**config.mk**
```make
export PLATFORM = sky130hd
export DESIGN_NAME = coef_quantizer_flat
export DESIGN_NICKNAME = d
export VERILOG_FILES = /design/src/rtl/coef_quantizer_if.sv /design/src/rtl/coef_quantizer.sv /design/src/flat_wrapper.sv
export SDC_FILE = /design/constraint.sdc
export NUM_CORES = 2
export LEC_CHECK = 0
export BUFFER_PORTS_ARGS = -buffer_cell sky130_fd_sc_hd__buf_2
export CAP_MARGIN = 30
export CORE_ASPECT_RATIO = 0.7
export CORE_UTILIZATION = 49
export CTS_CLUSTER_DIAMETER = 200
export DETAILED_ROUTE_END_ITERATION = 12
export GPL_TIMING_DRIVEN = 0
export PLACE_DENSITY = 0.67
export SLEW_MARGIN = 20
export SYNTH_ARGS = -nofsm -noshare
export SYNTH_HDL_FRONTEND = slang
export SYNTH_SLANG_ARGS = --single-unit
export TNS_END_PERCENT = 50
```
**constraint.sdc**
```tcl
create_clock -name clk -period 18.4 [get_ports clk]
set_clock_uncertainty 0.2 [all_clocks]
set_input_delay 0.92 -clock clk [delete_from_list [all_inputs] [get_ports clk]]
set_output_delay 0.92 -clock clk [all_outputs]
set_load 0.02 [all_outputs]
```
**src/rtl/coef_quantizer_if.sv**
```systemverilog
// Coefficient stream toward the entropy coder, plus block resync and
// reciprocal-table programming signals for the quantizer.
interface coef_quantizer_if #(
    parameter int DATA_W = 16,
    parameter int OUT_W  = 8,
    parameter int COEF_W = 16
);
    logic signed [DATA_W-1:0] in_data;
    logic                     in_valid;
    logic                     in_ready;
    logic                     blk_restart;
    logic                     tbl_we;
    logic [5:0]               tbl_addr;
    logic [COEF_W-1:0]        tbl_data;
    logic signed [OUT_W-1:0]  out_data;
    logic                     out_valid;
    logic                     out_ready;
    logic                     out_last;

    modport master (
        output in_data, in_valid, blk_restart, tbl_we, tbl_addr, tbl_data, out_ready,
        input  in_ready, out_data, out_valid, out_last
    );

    modport slave (
        input  in_data, in_valid, blk_restart, tbl_we, tbl_addr, tbl_data, out_ready,
        output in_ready, out_data, out_valid, out_last
    );
endinterface

```
**src/rtl/coef_quantizer.sv**
```systemverilog
// Per-position coefficient quantizer: multiplies |x| by a programmable reciprocal,
// rounds half away from zero, re-applies the sign and saturates. Two-stage pipeline.
module coef_quantizer #(
    parameter int DATA_W = 16,
    parameter int OUT_W  = 8,
    parameter int COEF_W = 16
) (
    input logic             clk,
    input logic             rst_n,
    coef_quantizer_if.slave bus
);

    localparam int NCOEF = 64;
    // Q = 16 default step
    localparam logic [COEF_W-1:0] RECIP_RST = {3'b000, 1'b1, {(COEF_W-4){1'b0}}};
    localparam logic [DATA_W+COEF_W:0] HALF_LSB =
        {{(DATA_W+1){1'b0}}, 1'b1, {(COEF_W-1){1'b0}}};
    localparam logic [DATA_W:0] POS_LIM = {{(DATA_W-OUT_W+2){1'b0}}, {(OUT_W-1){1'b1}}};
    localparam logic [DATA_W:0] NEG_LIM = {{(DATA_W-OUT_W+1){1'b0}}, 1'b1, {(OUT_W-1){1'b0}}};

    function automatic logic [DATA_W:0] round_mag(input logic [DATA_W-1:0] mag,
                                                   input logic [COEF_W-1:0] recip);
        logic [DATA_W+COEF_W:0] prod;
        prod = {{(COEF_W+1){1'b0}}, mag} * {{(DATA_W+1){1'b0}}, recip};
        prod = prod + HALF_LSB;
        return prod[DATA_W+COEF_W:COEF_W];
    endfunction

    function automatic logic signed [OUT_W-1:0] sat_q(input logic neg,
                                                      input logic [DATA_W:0] q);
        logic [OUT_W-1:0] low;
        low = q[OUT_W-1:0];
        if (!neg)
            return (q > POS_LIM) ? {1'b0, {(OUT_W-1){1'b1}}} : low;
        else if (q >= NEG_LIM)
            return {1'b1, {(OUT_W-1){1'b0}}};
        else
            return -low;
    endfunction

    logic                     advance;
    logic                     accept;
    logic [5:0]               idx;
    logic [COEF_W-1:0]        tbl [NCOEF];
    logic [DATA_W-1:0]        mag_in;

    logic                     vld_p1;
    logic                     neg_p1;
    logic                     last_p1;
    logic [DATA_W-1:0]        mag_p1;
    logic [COEF_W-1:0]        recip_p1;

    logic                     vld_p2;
    logic                     last_p2;
    logic signed [OUT_W-1:0]  data_p2;

    assign advance       = !vld_p2 || bus.out_ready;
    assign accept        = bus.in_valid && advance;
    assign bus.in_ready  = advance;
    assign bus.out_valid = vld_p2;
    assign bus.out_last  = last_p2;
    assign bus.out_data  = data_p2;

    // Unsigned magnitude keeps |-2^(DATA_W-1)| exact.
    assign mag_in = bus.in_data[DATA_W-1] ? $unsigned(-bus.in_data) : $unsigned(bus.in_data);

    always_ff @(posedge clk or negedge rst_n) begin
        if (!rst_n) begin
            for (int i = 0; i < NCOEF; i++) tbl[i] <= RECIP_RST;
        end else if (bus.tbl_we) begin
            tbl[bus.tbl_addr] <= bus.tbl_data;
        end
    end

    always_ff @(posedge clk or negedge rst_n) begin
        if (!rst_n)               idx <= '0;
        else if (bus.blk_restart) idx <= '0;
        else if (accept)          idx <= idx + 6'd1;
    end

    // ---- stage 1: sign, magnitude, reciprocal lookup, block-last flag ----
    always_ff @(posedge clk or negedge rst_n) begin
        if (!rst_n)       vld_p1 <= 1'b0;
        else if (advance) vld_p1 <= accept;
    end

    always_ff @(posedge clk) begin
        if (accept) begin
            neg_p1   <= bus.in_data[DATA_W-1];
            mag_p1   <= mag_in;
            recip_p1 <= tbl[idx];
            last_p1  <= (idx == 6'd63);
        end
    end

    // ---- stage 2: multiply, round, sign, saturate ----
    always_ff @(posedge clk or negedge rst_n) begin
        if (!rst_n) begin
            vld_p2  <= 1'b0;
            last_p2 <= 1'b0;
            data_p2 <= '0;
        end else if (advance) begin
            vld_p2  <= vld_p1;
            last_p2 <= vld_p1 && last_p1;
            if (vld_p1) data_p2 <= sat_q(neg_p1, round_mag(mag_p1, recip_p1));
        end
    end

endmodule

```
**src/flat_wrapper.sv**
```systemverilog
// flat-port wrapper written by rule: the top's interface ports become plain ports
module coef_quantizer_flat 
#(
    parameter int DATA_W = 16,
    parameter int OUT_W  = 8,
    parameter int COEF_W = 16
)
  (clk, rst_n, bus_in_data, bus_in_valid, bus_blk_restart, bus_tbl_we, bus_tbl_addr, bus_tbl_data, bus_out_ready, bus_in_ready, bus_out_data, bus_out_valid, bus_out_last);
  coef_quantizer_if #(.DATA_W(DATA_W), .OUT_W(OUT_W), .COEF_W(COEF_W)) bus_i ();
  input logic clk;
  input logic rst_n;
  input wire logic [$bits(bus_i.in_data)-1:0] bus_in_data;
  input wire logic [$bits(bus_i.in_valid)-1:0] bus_in_valid;
  input wire logic [$bits(bus_i.blk_restart)-1:0] bus_blk_restart;
  input wire logic [$bits(bus_i.tbl_we)-1:0] bus_tbl_we;
  input wire logic [$bits(bus_i.tbl_addr)-1:0] bus_tbl_addr;
  input wire logic [$bits(bus_i.tbl_data)-1:0] bus_tbl_data;
  input wire logic [$bits(bus_i.out_ready)-1:0] bus_out_ready;
  output wire logic [$bits(bus_i.in_ready)-1:0] bus_in_ready;
  output wire logic [$bits(bus_i.out_data)-1:0] bus_out_data;
  output wire logic [$bits(bus_i.out_valid)-1:0] bus_out_valid;
  output wire logic [$bits(bus_i.out_last)-1:0] bus_out_last;
  assign bus_i.in_data = bus_in_data;
  assign bus_i.in_valid = bus_in_valid;
  assign bus_i.blk_restart = bus_blk_restart;
  assign bus_i.tbl_we = bus_tbl_we;
  assign bus_i.tbl_addr = bus_tbl_addr;
  assign bus_i.tbl_data = bus_tbl_data;
  assign bus_i.out_ready = bus_out_ready;
  assign bus_in_ready = bus_i.in_ready;
  assign bus_out_data = bus_i.out_data;
  assign bus_out_valid = bus_i.out_valid;
  assign bus_out_last = bus_i.out_last;
  coef_quantizer #(.DATA_W(DATA_W), .OUT_W(OUT_W), .COEF_W(COEF_W)) u_core (.clk(clk), .rst_n(rst_n), .bus(bus_i));
endmodule
```
==> impl_metrics.yaml <==
global_routing:
  antenna_found_initial: 5
  grt_pass1_wl_mm: 241
  grt_pass1_vias: 35500
  grt_usage_pct: 27.8
  grt_max_degree: 131
  grt-ovfl-total: 0
synth:
  synthDistinctLibCells: 69
  syn_area_um2: 57500
  synth_top_family_by_area: "multiplexers"
  synth-async-reset-ratio_pct: 96.8
  synth-xor-area-share_pct: 0.396
  synth_edf_count: 34
  ys_ff_latch: 1075
  synth_compound_area_share_pct: 1.53
  yosys.area_share.simple_pct: 4.32
  synthAdderAreaFrac_pct: 9.39
  yosysSeqAreaShare_pct: 47.2
  synth_top_area_share_pct: 42.5
  yosysWarnings: 0
  synth-main-ff-cell: "dfrtp_1"
  synth_area_leader_cell: "dfrtp_1"
  synthMuxAreaShare_pct: 33.3
  syn_nets: 4357
  ys_top_cells_by_area: "dfrtp_1 43%, mux2_2 20%, mux4_2 13%"
  syn_area_per_cell_um2: 14.4
  syn_inst: 3998
pwr:
  switching_power_uw: 3790
  swShare_pct: 39.9
  p_int_uw: 5710
  leakagePower_uw: 0.0288
  pwr-share-seq_pct: 30.4
  combPwrFrac_pct: 46.5
  cellPowerDensity_nw_per_um2: 149
  vdd_ir_drop_max_v: 0.000311
  clkPwrFrac_pct: 23.1
floorplanning:
  die_area_um2: 119000
  start_util_pct: 49.7
  ioPinCount: 55
  dieWidth_um: 411
  design.core.area_um2: 116000
  die_y_um: 289
  rows: 104
detailed_routing:
  drtAntennaViolNets: 0
  wl_per_cell_um: 27.7
  vias: 35200
  viasPerCell: 6.06
  drt-total-wl_mm: 161
  firstDrtPassIters: 7
  drt-initial-drc-count: 3554
  remaining_drc_errors: 0
setup_path:
  crit_type: "reg2reg"
  cp_cell_sequence: "clkbuf_1 > nand2_1 > fa_1 > inv_1 > fa_1 > inv_1 > fa_1 > inv_1 > fa_1 > fa_1 > inv_1 > fa_1 > inv_1 > ha_1 > and4_1 > nand2_1 > or3b_2 > nand2_1 > mux2i_1 > nand4_1 > or4_4 > or3b_1 > a32o_1"
  r2r_start: "u_core.mag_p1[5]$_DFFE_PP_"
  crit_path_max_incr_delay_ns: 0.81
  end_kind: "flop"
  critPathRequiredTime_ns: 18.80
  reg2reg_to: "u_core.bus.out_data[6]$_DFFE_PN0P_"
  critPathMaxFanout: 10
  critPathLaunchType: "flop"
  r2r.worst_path.cells: 23
  reg2reg_slack_ns: 10.40
  worstPathArrival_ns: 8.40
  crit_path_frequent_cell: "fa_1"
  slowest_stage: "edfxtp_1"
timing:
  hold_violations: 0
  grt_setup_unrepaired: "false"
  drv_slew: 0
  post-route-period-util_pct: 43.5
  finalSetupViolCount: 0
  whs_ns: 0.260
  period_needed_ns: 8.00
  fmax_mhz: 125
  slew_headroom_pct: 28.3
  tightest_slew_ns: 1.08
hold_path:
  hp-start: "bus_in_data[0]"
  hp-class: "in2reg"
  min_path_cells: 1
  whs_endpoint: "u_core.mag_p1[0]$_DFFE_PP_"
clock_network:
  htree_levels: 3
  cts_resized: 0
  clock-root-buffer: "clkbuf_16"
  cts_max_path_buffers: 3
  insertion_delay_ns: 0.72
  clkTransAtPathRegs_ns: 0.07
  cts_buffers: 103
  cts_tree: "done"
  cts_num_sinks: 1075
placed_design:
  finalWeightedCongestion: 0.950
  placed_area_um2: 60100
  portBuffers: 35
  dp_hpwl_mm: 122
run:
  cap_violations: 0
final_layout:
  drive_above_1_share_pct: 40.3
  nNetsFinal: 4541
  syn_to_final_growth_pct: 10.9
  design_area_um2: 63700
outcome:
  status: "complete, no violations"
==> cell usage after synthesis, drive strengths merged, types with 7 or more instances <==
master / count
a21boi: 7
a21oi: 32
and2: 130
buf: 50
clkbuf: 269
dfrtp: 977
dfstp: 64
edfxtp: 34
fa: 194
ha: 121
inv: 260
mux2: 1025
mux4: 336
nand2: 203
nand3: 17
nand4: 15
nor2: 79
nor3: 12
o211ai: 8
o21ai: 35
o31ai: 12
xnor2: 20
==> power by group through the flow <==
stage               Combinational [uW]  Sequential [uW]  Clock [uW]
finish                            4420             2880        2200
floorplan                         3160             2860           0
global route                      4890             2920        2320
CTS                               4340             2880        2220
global placement                  4210             2910           0
detailed placement                4310             2920           0
==> sequential cells by signal (all words and copies together) (netlist names) <==
| register | cells |
|---|---|
| u_core.bus.out_data | 8 |
| u_core.vld_p1 | 1 |
| u_core.last_p1 | 1 |
| u_core.idx | 6 |
| u_core.bus.out_last | 1 |
| u_core.tbl | 1024 |
| u_core.bus.out_valid | 1 |
| u_core.recip_p1 | 16 |
| u_core.neg_p1 | 1 |
| u_core.mag_p1 | 16 |
==> placed cells by master, fill, tap and decap left out, types with 34 or more instances in the layout <==
master and count:
and2_1 130, dfstp_2 64, fa_1 194, nand2_1 202
mux4_2 336, buf_2 55, mux2_2 1025, inv_1 260
edfxtp_1 34, dfrtp_1 977, clkbuf_1 282, clkbuf_16 104
nor2_1 78, ha_1 121
==> repair_timing <==
action                                 CTS  global route
hold buffers                             1             0
buffers inserted                         0             0
endpoints found under the hold margin   34             0
setup endpoints to repair                0             0
==> cell families after synthesis <==
logic type / count (synthesis)
compound gates: 132
mux: 1365
xor+xnor: 26
buf+inv: 579
simple gates: 506
flops: 1075
fa+ha+maj: 315
==> cell type report <==
class | count | area [um2]
Clock inverter | 41 | 423
Inverter | 260 | 976
Fill cell | 9394 | 51900
Sequential cell | 1075 | 27200
Tap cell | 1537 | 1920
Clock buffer | 152 | 3020
Antenna cell | 2 | 5.00
Buffer | 319 | 1260
Timing Repair Buffer | 79 | 831
Multi-Input combinational cell | 2344 | 28100
==> layer usage <==
layer / global-route usage, % / wire, um / share of wire [%] / vias up
met5: 0 / 7 / 0.0044 / -
met4: 5.78 / 3020 / 1.9 / 2
met3: 7.45 / 15400 / 9.6 / 192
met2: 35.7 / 63100 / 39 / 1334
met1: 46.0 / 79400 / 49 / 19100
li1: - / - / - / 14600
==> per-stage QoR <==
| stage | setup slack, ns | TNS, ns | util, % | power, uW | cells |
|---|---|---|---|---|---|
| after detailed placement | 10.57 | 0 | 52.0 | 7220 | 5599 |
| after global placement | -6.77 | -6443.82 | 51.5 | 7120 | 5570 |
| after CTS | 10.55 | 0 | 55.0 | 9440 | 5793 |
| after floorplan | 11.62 | 0 | - | 6010 | 3998 |
| final | 10.40 | 0 | 55.1 | 9500 | 5809 |
| after global routing | 10.13 | 0 | 55.1 | 10100 | 5808 |
==> critical path, delay by kind of cell, from the launching register on <==
family | cells | cell delay [ns]
fa+ha+maj | 7 | 3.43
simple gates | 8 | 2.10
buf+inv | 6 | 0.89
flops | 1 | 0.81
compound gates | 1 | 0.26
mux | 1 | 0.18
==> worst max path at each step <==
stage	from	end	cells after the start
6_report	u_core.mag_p1[5]$_DFFE_PP_	u_core.bus.out_data[6]$_DFFE_PN0P_	23
2_1_floorplan	u_core.recip_p1[1]$_DFFE_PP_	u_core.bus.out_data[6]$_DFFE_PN0P_	21
5_1_grt	u_core.recip_p1[4]$_DFFE_PP_	u_core.bus.out_data[6]$_DFFE_PN0P_	23
3_3_place_gp	rst_n	u_core.tbl[362]$_DFFE_PN0P_	1
3_5_place_dp	u_core.recip_p1[4]$_DFFE_PP_	u_core.bus.out_data[6]$_DFFE_PN0P_	22
4_1_cts	u_core.recip_p1[4]$_DFFE_PP_	u_core.bus.out_data[6]$_DFFE_PN0P_	22
Power figures use the tool's default switching activity.
